$ cat src/rtl/miri_pkg.sv
// Shared definitions for the MIRI core: datapath widths, the instruction
// encoding, and the instruction-cache controller state type.
package miri_pkg;

    localparam int unsigned WORD_W    = 32;
    localparam int unsigned LINE_BITS = 128;
    localparam int unsigned WORDS     = LINE_BITS / WORD_W;

    // The all-zero word doubles as the pipeline bubble.
    localparam logic [WORD_W-1:0] NOP_INSTR = 32'h0;

    // Primary opcodes.
    localparam logic [3:0] OP_ADD = 4'h0;
    localparam logic [3:0] OP_SUB = 4'h1;
    localparam logic [3:0] OP_MUL = 4'h2;
    localparam logic [3:0] OP_LDB = 4'h3;
    localparam logic [3:0] OP_LDW = 4'h4;
    localparam logic [3:0] OP_STB = 4'h5;
    localparam logic [3:0] OP_STW = 4'h6;
    localparam logic [3:0] OP_BEQ = 4'h7;
    localparam logic [3:0] OP_JMP = 4'h8;

    typedef enum logic [1:0] {
        IDLE,
        REQ,
        FILL
    } icache_state_t;

endpackage

$ cat src/rtl/icache_tag_array.sv
// Valid/tag storage for a direct-mapped cache.
// Read is combinational, write is synchronous. Only the valid bits are reset.
// Ports:
//   clk, rst_n        clock, asynchronous active-low reset
//   rd_idx            lookup line index
//   rd_valid, rd_tag  valid bit and stored tag of line rd_idx
//   wr_en             write wr_tag into line wr_idx and mark it valid
//   wr_idx, wr_tag    write line index and tag
//   clr_all           invalidate every line (wins over wr_en)
module icache_tag_array #(
    parameter int unsigned LINES = 4,
    parameter int unsigned TAG_W = 26,
    localparam int unsigned IDX_W = $clog2(LINES)
) (
    input  logic             clk,
    input  logic             rst_n,
    input  logic [IDX_W-1:0] rd_idx,
    output logic             rd_valid,
    output logic [TAG_W-1:0] rd_tag,
    input  logic             wr_en,
    input  logic [IDX_W-1:0] wr_idx,
    input  logic [TAG_W-1:0] wr_tag,
    input  logic             clr_all
);

    logic [LINES-1:0] valid_q;
    logic [TAG_W-1:0] tag_q [LINES];

    always_ff @(posedge clk or negedge rst_n) begin
        if (!rst_n) begin
            valid_q <= '0;
        end else if (clr_all) begin
            valid_q <= '0;
        end else if (wr_en) begin
            valid_q[wr_idx] <= 1'b1;
        end
    end

    always_ff @(posedge clk) begin
        if (wr_en) begin
            tag_q[wr_idx] <= wr_tag;
        end
    end

    assign rd_valid = valid_q[rd_idx];
    assign rd_tag   = tag_q[rd_idx];

endmodule

$ cat src/rtl/icache_ctrl.sv
// Direct-mapped instruction cache with a req/ack line-refill controller.
// A hit returns the instruction in the same cycle; a miss stalls the core
// (iCacheMiss=1) while one 128-bit line is fetched from memory.
// Ports:
//   clk, rst_n          clock, asynchronous active-low reset
//   pc, pc_valid        fetch byte address and fetch request
//   flush               invalidate all lines
//   instr, iCacheMiss   fetched word, stall indication
//   mem_req, mem_addr   line refill request and line-aligned address
//   mem_ack, mem_rdata  refill acknowledge and line data
//   hit_cnt, miss_cnt   saturating hit/miss counters (only with ICACHE_STATS_EN)
// Optional feature: define ICACHE_STATS_EN to add the hit/miss counters.
module icache_ctrl
    import miri_pkg::*;
#(
    parameter int unsigned LINES  = 4,
    parameter int unsigned ADDR_W = 32
) (
    input  logic                 clk,
    input  logic                 rst_n,
    input  logic [ADDR_W-1:0]    pc,
    input  logic                 pc_valid,
    input  logic                 flush,
    output logic [WORD_W-1:0]    instr,
    output logic                 iCacheMiss,
    output logic                 mem_req,
    output logic [ADDR_W-1:0]    mem_addr,
    input  logic                 mem_ack,
    input  logic [LINE_BITS-1:0] mem_rdata
`ifdef ICACHE_STATS_EN
    ,
    output logic [31:0]          hit_cnt,
    output logic [31:0]          miss_cnt
`endif
);

    localparam int unsigned IDX_W = $clog2(LINES);
    localparam int unsigned TAG_W = ADDR_W - 4 - IDX_W;

    icache_state_t     state_q, state_d;
    logic [ADDR_W-1:0] miss_addr_q, miss_addr_d;
    logic              flush_pend_q, flush_pend_d;

    logic [IDX_W-1:0]  idx, fill_idx;
    logic [TAG_W-1:0]  tag, fill_tag;
    logic [1:0]        word;
    logic              rd_valid;
    logic [TAG_W-1:0]  rd_tag;
    logic              lookup_hit;
    logic              fill_we;
    logic              clr_all;
    logic              unused_pc;

    logic [LINE_BITS-1:0]         data_q [LINES];
    logic [WORDS-1:0][WORD_W-1:0] line_words;

    assign idx       = pc[4 +: IDX_W];
    assign tag       = pc[ADDR_W-1 -: TAG_W];
    assign word      = pc[3:2];
    assign unused_pc = ^pc[1:0];
    assign fill_idx  = miss_addr_q[4 +: IDX_W];
    assign fill_tag  = miss_addr_q[ADDR_W-1 -: TAG_W];

    icache_tag_array #(
        .LINES (LINES),
        .TAG_W (TAG_W)
    ) u_tag_array (
        .clk      (clk),
        .rst_n    (rst_n),
        .rd_idx   (idx),
        .rd_valid (rd_valid),
        .rd_tag   (rd_tag),
        .wr_en    (fill_we),
        .wr_idx   (fill_idx),
        .wr_tag   (fill_tag),
        .clr_all  (clr_all)
    );

    assign lookup_hit = pc_valid & rd_valid & (rd_tag == tag);
    assign line_words = data_q[idx];

    always_ff @(posedge clk) begin
        if (fill_we) begin
            data_q[fill_idx] <= mem_rdata;
        end
    end

    always_ff @(posedge clk or negedge rst_n) begin
        if (!rst_n) begin
            state_q      <= IDLE;
            miss_addr_q  <= '0;
            flush_pend_q <= 1'b0;
        end else begin
            state_q      <= state_d;
            miss_addr_q  <= miss_addr_d;
            flush_pend_q <= flush_pend_d;
        end
    end

    always_comb begin
        state_d      = state_q;
        miss_addr_d  = miss_addr_q;
        flush_pend_d = flush_pend_q;
        instr        = NOP_INSTR;
        iCacheMiss   = 1'b1;
        mem_req      = 1'b0;
        fill_we      = 1'b0;
        clr_all      = 1'b0;

        unique case (state_q)
            IDLE: begin
                // Lookup sees the pre-flush valid bits; the clear lands at the edge.
                clr_all = flush;
                if (!pc_valid) begin
                    iCacheMiss = 1'b0;
                end else if (lookup_hit) begin
                    iCacheMiss = 1'b0;
                    instr      = line_words[word];
                end else begin
                    miss_addr_d = {pc[ADDR_W-1:4], 4'b0};
                    state_d     = REQ;
                end
            end
            REQ: begin
                mem_req = 1'b1;
                if (flush) begin
                    flush_pend_d = 1'b1;
                end
                if (mem_ack) begin
                    fill_we = 1'b1;
                    state_d = FILL;
                end
            end
            FILL: begin
                // A flush seen during the refill also kills the line just filled.
                clr_all      = flush_pend_q | flush;
                flush_pend_d = 1'b0;
                state_d      = IDLE;
            end
            default: begin
                state_d = IDLE;
            end
        endcase

        if (!rst_n) begin
            instr      = NOP_INSTR;
            iCacheMiss = 1'b1;
        end
    end

    assign mem_addr = miss_addr_q;

`ifdef ICACHE_STATS_EN
    logic [31:0] hit_cnt_q, miss_cnt_q;
    logic        hit_evt, miss_evt;

    assign hit_evt  = (state_q == IDLE) & lookup_hit;
    assign miss_evt = (state_q == IDLE) & (state_d == REQ);

    always_ff @(posedge clk or negedge rst_n) begin
        if (!rst_n) begin
            hit_cnt_q  <= '0;
            miss_cnt_q <= '0;
        end else begin
            if (hit_evt && hit_cnt_q != '1) begin
                hit_cnt_q <= hit_cnt_q + 32'd1;
            end
            if (miss_evt && miss_cnt_q != '1) begin
                miss_cnt_q <= miss_cnt_q + 32'd1;
            end
        end
    end

    assign hit_cnt  = hit_cnt_q;
    assign miss_cnt = miss_cnt_q;
`endif

endmodule

$ cat config.mk
export PLATFORM = sky130hd
export DESIGN_NAME = icache_ctrl
export DESIGN_NICKNAME = d
export VERILOG_FILES = /design/src/rtl/miri_pkg.sv /design/src/rtl/icache_tag_array.sv /design/src/rtl/icache_ctrl.sv
export SDC_FILE = /design/constraint.sdc
export NUM_CORES = 1
export LEC_CHECK = 0
export BUFFER_PORTS_ARGS = -buffer_cell sky130_fd_sc_hd__buf_2
export CAP_MARGIN = 20
export CELL_PAD_IN_SITES_DETAIL_PLACEMENT = 1
export CELL_PAD_IN_SITES_GLOBAL_PLACEMENT = 2
export CORE_MARGIN = 8
export CORE_UTILIZATION = 40
export DETAILED_ROUTE_END_ITERATION = 12
export PLACE_DENSITY_LB_ADDON = 0.1
export SYNTH_ARGS = -nofsm -noshare
export SYNTH_HDL_FRONTEND = slang
export SYNTH_HIERARCHICAL = 1
export SYNTH_SLANG_ARGS = --single-unit
export TNS_END_PERCENT = 10
$ cat constraint.sdc
create_clock -name clk -period 14.15 [get_ports clk]
set_clock_uncertainty 0.05 [all_clocks]
set_input_delay 2.83 -clock clk [delete_from_list [all_inputs] [get_ports clk]]
set_output_delay 2.83 -clock clk [all_outputs]
set_load 0.05 [all_outputs]
### After elaboration in Yosys (flattened, before gate mapping)

Memory sizes are Yosys's and may differ from the RTL's.
Index checks and enable logic that the tools add are counted.

| storage, ports and cells | value |
|---|---|
| output and inout bits | 66 |
| logic and storage cells | 57 |
| bits of input ports | 165 |
| bits in writable memories | 616 |
| memories | 2 |
| flip-flop bits (word level) | 35 |

| cells by class | value |
|---|---|
| equality and inequality tests | 7 |
| multiplexer cells | 28 |
| reduce and logical (&&, ||, !) cells | 7 |
| bitwise operators | 5 |
| magnitude comparators | 4 |

Memory list:

| memory | words | width | rd ports | clocked after Yosys merged registers in | write ports | RTL line | text |
|---|---|---|---|---|---|---|---|
| data_q | 4 | 128 | 1 | 0 | 1 | icache_ctrl.sv:54 | `logic [LINE_BITS-1:0] data_q [LINES];` |
| u_tag_array.tag_q | 4 | 26 | 1 | 0 | 1 | icache_tag_array.sv:27 | `logic [TAG_W-1:0] tag_q [LINES];` |

Operator list:

| kind | number |
|---|---|
| 2-to-1 mux 32 bit | 5 |
| binary-select mux 32 bit (select 2 bit) | 1 |
| == test 26 bit | 1 |
| 2-to-1 mux 1 bit | 12 |
| less-than comparator 2 x 3 -> 1 bit (second input constant) | 3 |
| 2-to-1 mux 4 bit | 2 |
| inequality test 2 bit (second input constant) | 4 |
| 2-to-1 mux 2 bit | 3 |
| AND reduction 3 bit | 2 |
| bitwise OR 4 bit | 1 |
| one-hot mux 1 bit (2 select lines) | 2 |
| one-hot mux 2 bit (2 select lines) | 1 |
| nonzero test 2 bit | 2 |
| bitwise AND 1 bit | 2 |
| binary-select mux 1 bit (select 2 bit) | 1 |
| demux 1 bit (select 2 bit) | 1 |
| == test 2 x 1 -> 1 bit (second input constant) | 1 |
| == test 2 bit (second input constant) | 1 |
| >= comparator 2 x 1 -> 1 bit (second input constant) | 1 |
| zero test 2 bit | 1 |
| AND reduction 2 bit | 1 |
| logical AND 1 bit | 1 |
| NOT 1 bit | 1 |
| bitwise OR 1 bit | 1 |

### Longest topological paths before layout

| logic depth | value |
|---|---|
| depth after elaboration | 8 |
| mapped depth | 10 |
| depth with buffers taken out | 6 |

### By module

Netlist, hierarchy kept.

Modules (own cells, without submodules):

| module | instances | area each (µm²) | seq. area each (µm²) | cells each |
|---|---|---|---|---|
| icache_ctrl | 1 | 20,965.1 | 16,150.5 | 873 |
| icache_tag_array | 1 | 3,996.3 | 3,223.1 | 152 |

### Worst setup path after synthesis

No wires, ideal clock.

| path | value |
|---|---|
| kind | input-to-reg |
| from | input port mem_ack |
| to | memory data_q[2][0] (enable) |
| stages | 2 |
| buffers on the path | 0 |
| arrival | 12.262 ns |
| required time | 13.298 ns |
| library setup time | 0.802 ns |
| setup slack | 1.036 ns |
| cells stage by stage | nand2_1 -> nor3b_1 |

| between the ends | value |
|---|---|
| longest elaborated chain between the ends | 4 |

RTL lines:

| what | RTL line | text |
|---|---|---|
| start: declaration | icache_ctrl.sv:28 | `input logic mem_ack,` |
| 2-to-1 mux 1 bit | icache_ctrl.sv:129 | `if (mem_ack) begin` |
| 2-to-1 mux 1 bit | icache_ctrl.sv:110 | `unique case (state_q)` |
| 2-to-1 mux 1 bit | icache_ctrl.sv:83 | `if (fill_we) begin` |
| 2-to-1 mux 1 bit (not written as such) | icache_ctrl.sv:84 | `data_q[fill_idx] <= mem_rdata;` |
| end: declaration | icache_ctrl.sv:54 |  |

No other way between the ends.

### Worst setup path after layout

| path | value |
|---|---|
| from | input port pc[4] |
| to | output port instr[14] |

| between the ends | value |
|---|---|
| elaborated cells between the ends (all ways) | 13 |
| classes of those cells | 1 x eq/ne; 8 x mux; 2 x bitwise; 2 x memory |

RTL lines:

| what | RTL line | text |
|---|---|---|
| start: declaration | icache_ctrl.sv:21 | `input logic [ADDR_W-1:0] pc,` |
| memory read (4 x 26 bit) | -- |  |
| net rd_tag[8] | icache_ctrl.sv:48 | `logic [TAG_W-1:0] rd_tag;` |
| == test 26 bit | icache_ctrl.sv:79 | `assign lookup_hit = pc_valid & rd_valid & (rd_tag == tag);` |
| bitwise AND 1 bit | icache_ctrl.sv:79 |  |
| 2-to-1 mux 32 bit | icache_ctrl.sv:116 | `end else if (lookup_hit) begin` |
| 2-to-1 mux 32 bit | icache_ctrl.sv:114 | `if (!pc_valid) begin` |
| 2-to-1 mux 32 bit | icache_ctrl.sv:110 |  |
| 2-to-1 mux 32 bit | icache_ctrl.sv:145 | `if (!rst_n) begin` |
| end: declaration | icache_ctrl.sv:24 | `output logic [WORD_W-1:0] instr,` |

The timed path passes the listed nets, and every way through them passes these cells. The select of a mux whose other input is x is not followed.

==> results.md <==
- CTS tree: built
- Max_cap viols: 0
- Clk buf depth: 3
- Register area share after synthesis: 77.6%
- DR iter-0 viols: ~610
- Total Routing Usage GR: 15.7%
- Via count: 11.3k
- Largest net degree at the start of global routing: 129
- Cell Count, Final, Fillers Out: 2192
- Lkg Pwr: 0.00978 uW
- Worst-Skew Late Latency: 590 ps
- Syn_area_per_cell: 24.4 um^2
- Vias in the first global route: 12.7k
- Final Power: 4840 uW
- Synthesized cell area: 25000 um^2
- Setup bufs post-CTS: 0
- Detailed-route DRC error count: 0
- Layout cells sized above 1: 40.9%
- Run status: completed
- Ys async rst share: around 5.4%
- Yosys cell types: 34
- Vias per cell: 5.18
- First-pass GRT wire length: 83.2 mm
- P per Cell Area: approximately 160 nW/um^2
- Yosys warning total: 6
- Worst-path clk slew: 60 ps
- Gr ovfl total: 0
- DR WL/cell: roughly 25 um
- CORE AREA: 61700 um^2
- First-pass iteration count of the detailed router: 4
- Die Wd: 266 um
- Post-CTS Resized: 0
- # IOs: 231
- Final-report max-slew violation count: 0
- Synth Register Bits: 651
- Top cells by count, synth: edfxtp_1, mux4_2, dfrtp_1
- Setup TNS: 0 ps
- Most common cell in the synthesized netlist: edfxtp_1
- Hold-fix buffers, CTS: 0
- Final hold slack: 463 ps
- Worst setup EP type: primary output
- Yosys top cell by area: edfxtp_1
- Clock sinks: around 650
- Num CTS Buffers: between 70 and 80
- Crit path required time: 11270 ps
- Placed insts: 2055
- Post-Syn Instances: 1025
- Max FO, Critical Path: 40
- Final Wtd Congestion: 0.702
- Die Y: 266 um
- Final nets: 1457
- Drt total wl: between 50 and 60 mm
- Final Critical Period: between 9000 and 10000 ps
- FILL cells: 5609
- DP HPWL: 31.8 mm
- Crit start category: input pin
- CTS Root Cell: clkbuf_16
- Flop2flop setup slack: 10580 ps
- H-tree depth: 3
- Hold WC Path Type: reg -> reg
- Kind of critical path: in -> out
- Final Hold Viols: 0
- Final setup fails: 0
- Primary FF master, synth: edfxtp_1
- CP arrival: 6890 ps
- Worst slew pin tran: 1080 ps
- Max Clk Rate: 102 MHz
- Largest cells by area after synthesis: edfxtp_1, mux4_2, dfrtp_1
- Die area: ~71000 um^2
- Max VDD drop: 0.0870 mV
- RSZ-0062 raised after global routing: false
- Slew HR: 27.9%
- Yosys top cell area share: about three quarters
- Final Cycle Share: 69.0%
- Cell Rows: 91
- Initial antenna violation count: 19
- Post-route ant nets: 0
- Layout area overhead: 17.7%
- Post-synth EDFFs: 616
- # port buffers: 224
- Initial core utilization: 40.4%
[worst max-delay path, stage by stage]
cell and delay [ps]:
buf_8 370, buf_4 740, mux4_2 610, xor2_1 150, nor4_1 560, nand2_1 280, or4_4 750, nor2b_1 210
buf_2 290
[worst paths after layout]
| path | endpoint | depth (start not counted) | startpoint |
|---|---|---|---|
| max in group asynchronous | state_q[0] | 2 | rst_n |
| worst max-delay path | instr[14] | 9 | pc[4] |
| worst min-delay path | u_tag_array/valid_q[0] | 1 | u_tag_array/valid_q[0] |
| min in group asynchronous | mem_addr[19] | 2 | rst_n |
| worst max register to register | mem_addr[7] | 7 | u_tag_array/tag_q[1][6] |
| worst min register to register | u_tag_array/valid_q[0] | 1 | u_tag_array/valid_q[0] |
[registers in the layout, summed over array words and instances, names as in the netlist]
register and flops:
data_q 512, flush_pend_q 1, mem_addr 28, state_q 2
u_tag_array/tag_q 104, u_tag_array/valid_q 4
[kinds of logic (layout without fill, tap and decap cells)]
family	count (synthesis)	count (layout)	synth area share, %
DFF	651	651	77.6
other	1	8	0.0150
xor gates and xnor gates	26	26	0.912
and+or+nand+nor	65	65	1.56
AOI/OAI and AO/OA	10	10	0.301
muxes	215	215	18.2
buffers and inverters	57	380	1.36
[where the power goes]
part	total [uW]	leakage (uW)	switching (uW)	internal (uW)
clock network	1840	0.00114	750	1090
logic	559	0.00265	371	189
registers	2440	0.00599	88.2	2350
[area by class of cell]
type	instances	area, um^2	share of cell area (%)
Inverter	6	22.5	0.0767
Multi-Input combinational cell	320	5300	18.0
Tap cell	837	1050	3.56
Sequential cell	651	19400	65.9
Antenna cell	4	10.0	0.0341
Clock buffer	89	1910	6.49
Clock inverter	44	438	1.49
Timing Repair Buffer	241	1280	4.36
[cells in the final DEF, fill, tap and decap left out, types with 2 or more instances in the layout]
cell	n
a21oi_1	3
buf_2	221
buf_4	17
bufinv_16	7
clkbuf_1	14
clkbuf_16	73
clkbuf_8	2
clkinv_1	18
clkinv_2	9
clkinv_8	4
clkinvlp_4	2
conb_1	4
dfrtp_1	35
diode_2	4
edfxtp_1	616
inv_1	6
inv_6	3
mux2_1	9
mux2_2	19
mux4_1	7
mux4_2	180
nand2_1	6
nand4_1	2
nor2_1	3
nor2b_1	33
nor3b_2	2
nor4_1	10
o21ai_0	2
o21ba_2	2
xor2_1	26
[metrics by stage]
| stage | worst slack [ps] | util, % | area, um^2 |
|---|---|---|---|
| floorplan | 1040 | - | 25000 |
| global placement | 4290 | 43.8 | 27000 |
| detailed placement | 4300 | 43.8 | 27000 |
| CTS | 4290 | 47.6 | 29400 |
| global route | 4070 | 47.6 | 29400 |
| finish | 4380 | 47.6 | 29400 |
[per-layer routing]
metal / vias up / global-route usage, % / routed length, um
met4: 18 / 4.17 / 1220
met2: 223 / 26.4 / 27700
met3: 110 / 4.08 / 2750
met5: - / 0 / 119
met1: 6065 / 20.4 / 23700
li1: 4932 / - / -
(Power assumes the default switching activity.)
